===== src/rtl/regfile_pkg.sv =====
// Shared constants and arbiter state encoding for the register-file write path.
package regfile_pkg;

   localparam int            DATA_W         = 32;
   localparam int            ADDR_W         = 5;
   localparam logic [4:0]    REG_ZERO       = 5'd0;
   localparam int            STARVE_MAX_DEF = 3;
   localparam int            STARVE_CNT_W   = 4;

   typedef enum logic {
      ARB_NORMAL  = 1'b0,
      ARB_FORCE_B = 1'b1
   } arb_state_e;

endpackage


===== src/rtl/wr_starve_ctr.sv =====
// Saturating count of consecutive cycles the multi-cycle unit was denied the port.
module wr_starve_ctr
   import regfile_pkg::*;
#(
   parameter int MAX   = STARVE_MAX_DEF,
   parameter int CNT_W = STARVE_CNT_W
) (
   input  logic clk,
   input  logic reset,
   input  logic inc,
   input  logic clr,
   output logic hit
);

   logic [CNT_W-1:0] cnt_q, cnt_d;

   always_comb begin
      cnt_d = cnt_q;
      if (clr)
         cnt_d = '0;
      else if (inc && (cnt_q != CNT_W'(MAX)))
         cnt_d = cnt_q + CNT_W'(1);
   end

   // Looks at the next value so the FSM switches on the same edge the count saturates.
   assign hit = (cnt_d == CNT_W'(MAX));

   always_ff @(posedge clk) begin
      if (reset)
         cnt_q <= '0;
      else
         cnt_q <= cnt_d;
   end

endmodule


===== src/rtl/regfile_write_arbiter.sv =====
// Shares the register-file write port between writeback (A, priority) and the
// multi-cycle unit (B), with a starvation guard that forces one B grant.
module regfile_write_arbiter
   import regfile_pkg::*;
#(
   parameter int DATA_W     = regfile_pkg::DATA_W,
   parameter int ADDR_W     = regfile_pkg::ADDR_W,
   parameter int STARVE_MAX = STARVE_MAX_DEF
) (
   input  logic              clk,
   input  logic              reset,
   input  logic              a_valid,
   input  logic [ADDR_W-1:0] a_addr,
   input  logic [DATA_W-1:0] a_data,
   output logic              a_ready,
   input  logic              b_valid,
   input  logic [ADDR_W-1:0] b_addr,
   input  logic [DATA_W-1:0] b_data,
   output logic              b_ready,
   output logic              regwrite,
   output logic [ADDR_W-1:0] writereg,
   output logic [DATA_W-1:0] writedata,
   output logic              force_b
);

   arb_state_e        state_q, state_d;
   logic              regwrite_q, regwrite_d;
   logic [ADDR_W-1:0] writereg_q, writereg_d;
   logic [DATA_W-1:0] writedata_q, writedata_d;

   logic a_nz, b_nz;
   logic grant_a, grant_b;
   logic starve_inc, starve_clr, starve_hit;

   assign a_nz = a_valid && (a_addr != ADDR_W'(REG_ZERO));
   assign b_nz = b_valid && (b_addr != ADDR_W'(REG_ZERO));

   always_comb begin
      grant_a = 1'b0;
      grant_b = 1'b0;
      if (!reset) begin
         if (state_q == ARB_FORCE_B) begin
            grant_b = b_nz;
            grant_a = a_nz && !b_nz;
         end else begin
            grant_a = a_nz;
            grant_b = b_nz && !a_nz;
         end
      end
   end

   // Zero-address requests are absorbed: accepted at once, never consume the port.
   assign a_ready = !reset && ((a_valid && !a_nz) || grant_a);
   assign b_ready = !reset && ((b_valid && !b_nz) || grant_b);

   assign starve_inc = b_nz && !b_ready;
   assign starve_clr = b_ready || !b_valid;

   wr_starve_ctr #(
      .MAX   (STARVE_MAX),
      .CNT_W (STARVE_CNT_W)
   ) u_starve (
      .clk   (clk),
      .reset (reset),
      .inc   (starve_inc),
      .clr   (starve_clr),
      .hit   (starve_hit)
   );

   always_comb begin
      state_d = state_q;
      case (state_q)
         ARB_NORMAL:  if (starve_hit)         state_d = ARB_FORCE_B;
         ARB_FORCE_B: if (grant_b || !b_nz)   state_d = ARB_NORMAL;
         default:                             state_d = ARB_NORMAL;
      endcase
   end

   always_comb begin
      regwrite_d  = grant_a || grant_b;
      writereg_d  = writereg_q;
      writedata_d = writedata_q;
      if (grant_b) begin
         writereg_d  = b_addr;
         writedata_d = b_data;
      end else if (grant_a) begin
         writereg_d  = a_addr;
         writedata_d = a_data;
      end
   end

   always_ff @(posedge clk) begin
      if (reset) begin
         state_q     <= ARB_NORMAL;
         regwrite_q  <= 1'b0;
         writereg_q  <= '0;
         writedata_q <= '0;
      end else begin
         state_q     <= state_d;
         regwrite_q  <= regwrite_d;
         writereg_q  <= writereg_d;
         writedata_q <= writedata_d;
      end
   end

   assign regwrite  = regwrite_q;
   assign writereg  = writereg_q;
   assign writedata = writedata_q;
   assign force_b   = (state_q == ARB_FORCE_B);

endmodule


===== config.mk =====
export PLATFORM = sky130hd
export DESIGN_NAME = regfile_write_arbiter
export DESIGN_NICKNAME = d
export VERILOG_FILES = /design/src/rtl/regfile_pkg.sv /design/src/rtl/wr_starve_ctr.sv /design/src/rtl/regfile_write_arbiter.sv
export SDC_FILE = /design/constraint.sdc
export NUM_CORES = 1
export LEC_CHECK = 0
export CORE_MARGIN = 2
export CORE_UTILIZATION = 35
export CTS_CLUSTER_DIAMETER = 100
export CTS_CLUSTER_SIZE = 20
export DETAILED_ROUTE_END_ITERATION = 8
export PLACE_DENSITY = 0.82
export SLEW_MARGIN = 20
export SYNTH_ARGS = -nofsm -noshare
export SYNTH_HDL_FRONTEND = slang
export SYNTH_HIERARCHICAL = 1
export SYNTH_SLANG_ARGS = --single-unit

===== constraint.sdc =====
create_clock -name clk -period 3.1 [get_ports clk]
set_input_delay 0.62 -clock clk [delete_from_list [all_inputs] [get_ports clk]]
set_output_delay 0.62 -clock clk [all_outputs]
set_load 0.005 [all_outputs]

After elaboration in Yosys (flattened, before gate mapping):

Index checks and enable logic that the tools add are counted.

* register bits after elaboration: 43
* input bits: 78

* add/subtract/negate cells: 1
* equality and inequality tests: 2
* mux-type cells: 13
* bitwise gates (word level): 1
* reduce and logical (&&, ||, !) cells: 23

Operators by type and width (count)
* two-way mux 32 bit: 2
* logical AND 1 bit: 10
* two-way mux 5 bit: 2
* nonzero test 5 bit: 2
* two-way mux 4 bit: 2
* two-way mux 1 bit: 6
* zero test 1 bit: 5
* logical OR 1 bit: 5
* adder 4 x 1 -> 4 bit (second input constant): 1
* equality test 4 x 2 -> 1 bit (second input constant): 1
* != test 4 x 2 -> 1 bit (second input constant): 1
* case mux 1 bit (2 select lines): 1
* nonzero test 2 bit: 1
* NOT 1 bit: 1

Depth between registers and ports, before layout:

* word-level depth: 16
* mapped depth: 10
* mapped depth without buffers: 7

By module:

The synthesis kept the hierarchy.

By module, submodules not included
* regfile_write_arbiter: instances 1, cells each 239, area an instance 1939.4 µm², sequential area each 780.7 µm²
* wr_starve_ctr: instances 1, cells each 25, area an instance 240.2 µm², sequential area each 80.1 µm²

Least setup slack after synthesis:

OpenSTA, ideal clock, no wires.

* kind: input port to flip-flop
* start point: input b_addr[0]
* end point: register state_q (netlist: force_b)
* library setup time: 0.080 ns
* arrival: 2.835 ns
* setup slack: 0.185 ns
* stages: 8
* path buffers: 1
* cell sequence: or4_4 o21a_1 clkbuf_1 a21boi_0 nand2_1 mux2_4 a2111oi_2 nor3b_1

* longest elaborated chain between the ends: 15
* elaborated cells between the ends (all ways): 20

Ends and longest elaborated chain
* start, declared: RTL line regfile_write_arbiter.sv:17 `input logic [ADDR_W-1:0] b_addr,`
* nonzero test 5 bit *: RTL line regfile_write_arbiter.sv:36 `assign b_nz = b_valid && (b_addr != ADDR_W'(REG_ZERO));`
* logical AND 1 bit *: RTL line regfile_write_arbiter.sv:36
* logical AND 1 bit: RTL line regfile_write_arbiter.sv:47 `grant_b = b_nz && !a_nz;`
* two-way mux 1 bit: RTL line regfile_write_arbiter.sv:42 `if (state_q == ARB_FORCE_B) begin`
* two-way mux 1 bit: RTL line regfile_write_arbiter.sv:41 `if (!reset) begin`
* logical OR 1 bit: RTL line regfile_write_arbiter.sv:54 `assign b_ready = !reset && ((b_valid && !b_nz) || grant_b);`
* logical AND 1 bit: RTL line regfile_write_arbiter.sv:54
* zero test 1 bit: RTL line regfile_write_arbiter.sv:56 `assign starve_inc = b_nz && !b_ready;`
* logical AND 1 bit *: RTL line regfile_write_arbiter.sv:56
* net starve_inc: RTL line regfile_write_arbiter.sv:33 `logic starve_inc, starve_clr, starve_hit;`
* logical AND 1 bit *: RTL line wr_starve_ctr.sv:21 `else if (inc && (cnt_q != CNT_W'(MAX)))`
* two-way mux 4 bit *: RTL line wr_starve_ctr.sv:21
* two-way mux 4 bit *: RTL line wr_starve_ctr.sv:19 `if (clr)`
* equality test 4 x 2 -> 1 bit *: RTL line wr_starve_ctr.sv:26 `assign hit = (cnt_d == CNT_W'(MAX));`
* net starve_hit: RTL line regfile_write_arbiter.sv:33
* two-way mux 1 bit *: RTL line regfile_write_arbiter.sv:73 `ARB_NORMAL: if (starve_hit) state_d = ARB_FORCE_B;`
* case mux 1 bit (2 select lines) *: RTL line regfile_write_arbiter.sv:72 `case (state_q)`
* end signal, assigned: RTL line regfile_write_arbiter.sv:99 `state_q <= state_d;`
* end, declared: RTL line regfile_write_arbiter.sv:26 `arb_state_e state_q, state_d;`

The timed path passes the listed nets; every way through them passes the cells marked *.
A chain may end at the register's enable or synchronous reset.

Worst setup path after layout:

* start point: input b_addr[0]
* end point: output a_ready

* longest elaborated chain between the ends: 8

Ends and longest elaborated chain
* nonzero test 5 bit: RTL line regfile_write_arbiter.sv:36
* logical AND 1 bit: RTL line regfile_write_arbiter.sv:36
* zero test 1 bit: RTL line regfile_write_arbiter.sv:44 `grant_a = a_nz && !b_nz;`
* logical AND 1 bit: RTL line regfile_write_arbiter.sv:44
* two-way mux 1 bit: RTL line regfile_write_arbiter.sv:42
* two-way mux 1 bit: RTL line regfile_write_arbiter.sv:41
* logical OR 1 bit: RTL line regfile_write_arbiter.sv:53 `assign a_ready = !reset && ((a_valid && !a_nz) || grant_a);`
* logical AND 1 bit: RTL line regfile_write_arbiter.sv:53
* end, declared: RTL line regfile_write_arbiter.sv:15 `output logic a_ready,`

No other way between the ends.

==> out/results.txt <==
largest net degree at the start of global routing = 41
final setup TNS = 0 ns
H-Tree Depth = 2
required time worst endpoint = 2.48 ns
Tmin final = 2.95 ns
global-route wire length before repair = 12500 um
Worst-Margin Slew = 0.506 ns
Leak Pwr = 0.00125 uW
Root Driver = clkbuf_8
Initial Utilization = 36.6%
GRT Total Usage = 21.6%
clk_skew = 0.00443 ns
classification of the worst setup path = input pin to output pin
mapped cell area = 2180 um2
post-synthesis average cell area = 8.26 um2
commonest non-fill, non-tap cell in the layout = clkdlybuf4s50_1
CTS Buf Count = 5
area of the multi-input gates = 1200 um2
clk sink count = 43
logic gate share of total power = 28.2%
gr ovfl total = 0
Sw Pwr = 363 uW
Mapped Cells = 264
synth warn = 6
Peak Freq = 0.339 GHz
ys flop type = dfxtp_1
commonest non-fill, non-tap cells in the layout = clkdlybuf4s50_1 (116), dfxtp_1 (43), nand3_1 (38)
EDFF count, synth = 0
Post-DP HPWL = 5180 um
syn_nets = 343
Fillers = 563
register area = 861 um2
Antenna Violating Nets Remaining = 0
DR vias = 2644
drt total wl = 7720 um
max-cap violations = 0
CP startpoint kind = input pin
crit share post-route = 95.2%
CTS clk-pin slew, worst paths = 0.08 ns
# Post-CTS Setup Buffers = 0
flops & latches, synth = 43
CTS tree = done
Nets = 456
power share of the clock group = 25.4%
I/O pins = 119
highest fanout seen on the critical path = 2
Worst Hold Class = register to register
Util after Layout = 60.0%
drt pass-1 iters = 5
Die ar. = 6870 um2
worst-case clock buffer depth = 2
Hold Slack = 0.556 ns
area grow syn2layout = 63.9%
Die W = 82.9 um
outcome = completed
cell row count = 28
WP data arrival = 2.33 ns
gpl congestion = 0.859
FFs w/ async S/R, synth = 0%
Clk Latency, worst-skew pair = 0.28 ns
Final Max Tran Viols = 0
DRT iter0 DRCs = 157
unique cell type count in the Yosys netlist = 38
DRC viols = 0
final hold vios = 0
Routed WL per cell = 17.0 um
I/O Buffers = 118
sequential element share of the synthesized area = 39.5%
Antenna diodes = 0
Core ar. = 5960 um2
switching portion of total power = 27.1%
Final setup viols = 0
vias per inst = 5.84
sequential power share = 46.3%
power density cells = 374 nW/um2
unrepaired setup endpoints after global routing = no
Slew HR = 65.9%
Die Y = 82.9 um
Pint = 975 uW
VDD IR-drop max = 0.000166 V
share of layout cells above drive strength 1 = 8.73%
vias in the first global route = 2581
initial antenna violation count = 0
Crit. End Element = output pin
==> cell families (layout without fill, tap and decap cells) <==
logic type | after synthesis | count (layout) | share of synthesized area [%]
buf+inv | 32 | 146 | 6.03
compound gates | 122 | 122 | 36.4
flops | 43 | 43 | 39.5
mux | 1 | 1 | 0.689
fa+ha+maj | 1 | 1 | 0.574
simple gates | 64 | 64 | 16.4
xor+xnor | 1 | 1 | 0.402
==> power by group through the flow <==
stage	clock, uW	combinational, uW	sequential (uW)
after global placement	0	368	631
after global routing	374	408	624
final	340	377	620
after floorplan	0	133	634
after CTS	354	377	619
after detailed placement	0	375	631
==> metal layers <==
layer	track usage (%)	vias to the layer above	wire (um)
met5	0	-	0
met4	4.62	0	76
met3	6.26	10	626
met2	38.3	124	3810
met1	25.9	1249	3210
li1	-	1261	-
==> layout make-up <==
| class | instances | share of cell area, % |
|---|---|---|
| Timing Repair Buffer | 135 | 37.0 |
| Clock inverter | 1 | 0.140 |
| Inverter | 3 | 0.315 |
| Sequential cell | 43 | 24.1 |
| Multi-Input combinational cell | 189 | 33.7 |
| Tap cell | 75 | 2.63 |
| Clock buffer | 7 | 2.14 |
==> worst max-delay path, stage by stage <==
cell and delay (ns):
clkdlybuf4s50_1 0.43, or4_4 0.57, o21a_4 0.22, a311oi_1 0.23, dlygate4sd2_1 0.26
==> state kept, by name, indices dropped and copies added (netlist names) <==
name            flops
writedata          32
writereg            5
u_starve/cnt_q      4
force_b             1
regwrite            1
==> path summary, 6_finish.rpt <==
check,to,depth (start not counted),slack [ns],startpoint
worst max-delay path,a_ready,5,0.15,b_addr[0]
worst min-delay path,writedata[2],2,0.56,writedata[2]
worst max register to register,force_b,7,1.24,force_b
worst min register to register,writedata[2],2,0.56,writedata[2]
==> through the flow <==
stage                     total power [uW]  cell area [um2]  worst slack (ns)  std cells
after floorplan                        767             2180             0.185        264
after global placement                 999             3490            -0.127        445
after detailed placement              1010             3490            -0.176        445
after CTS                             1350             3570             0.120        453
after global routing                  1410             3570            0.0269        453
final                                 1340             3570             0.148        453
==> what timing repair did <==
action	in CTS	in global routing
hold buffers	0	0
endpoints found under the setup margin	2	1
cloned	0	0
pin swaps	0	0
gates resized for setup	2	2
==> Yosys cell counts, types with 2 or more instances <==
cell      instances  area share [%]
buf_1             4            0.69
nand3_1          38             8.7
a21oi_1           3            0.69
nor2_1            2            0.34
o21ai_1           5             1.1
nor3b_1           3             1.0
inv_1             3            0.52
dfxtp_1          43              39
buf_2             2            0.46
o21ai_0          35             8.0
nor3_1            6             1.4
clkbuf_1         21             3.6
o31ai_1          32              11
o21a_1            2            0.69
a311oi_1          6             2.4
nand2_1           2            0.34
nor2b_1           5             1.4
a31oi_1          32             9.2
Power figures use the tool's default switching activity.
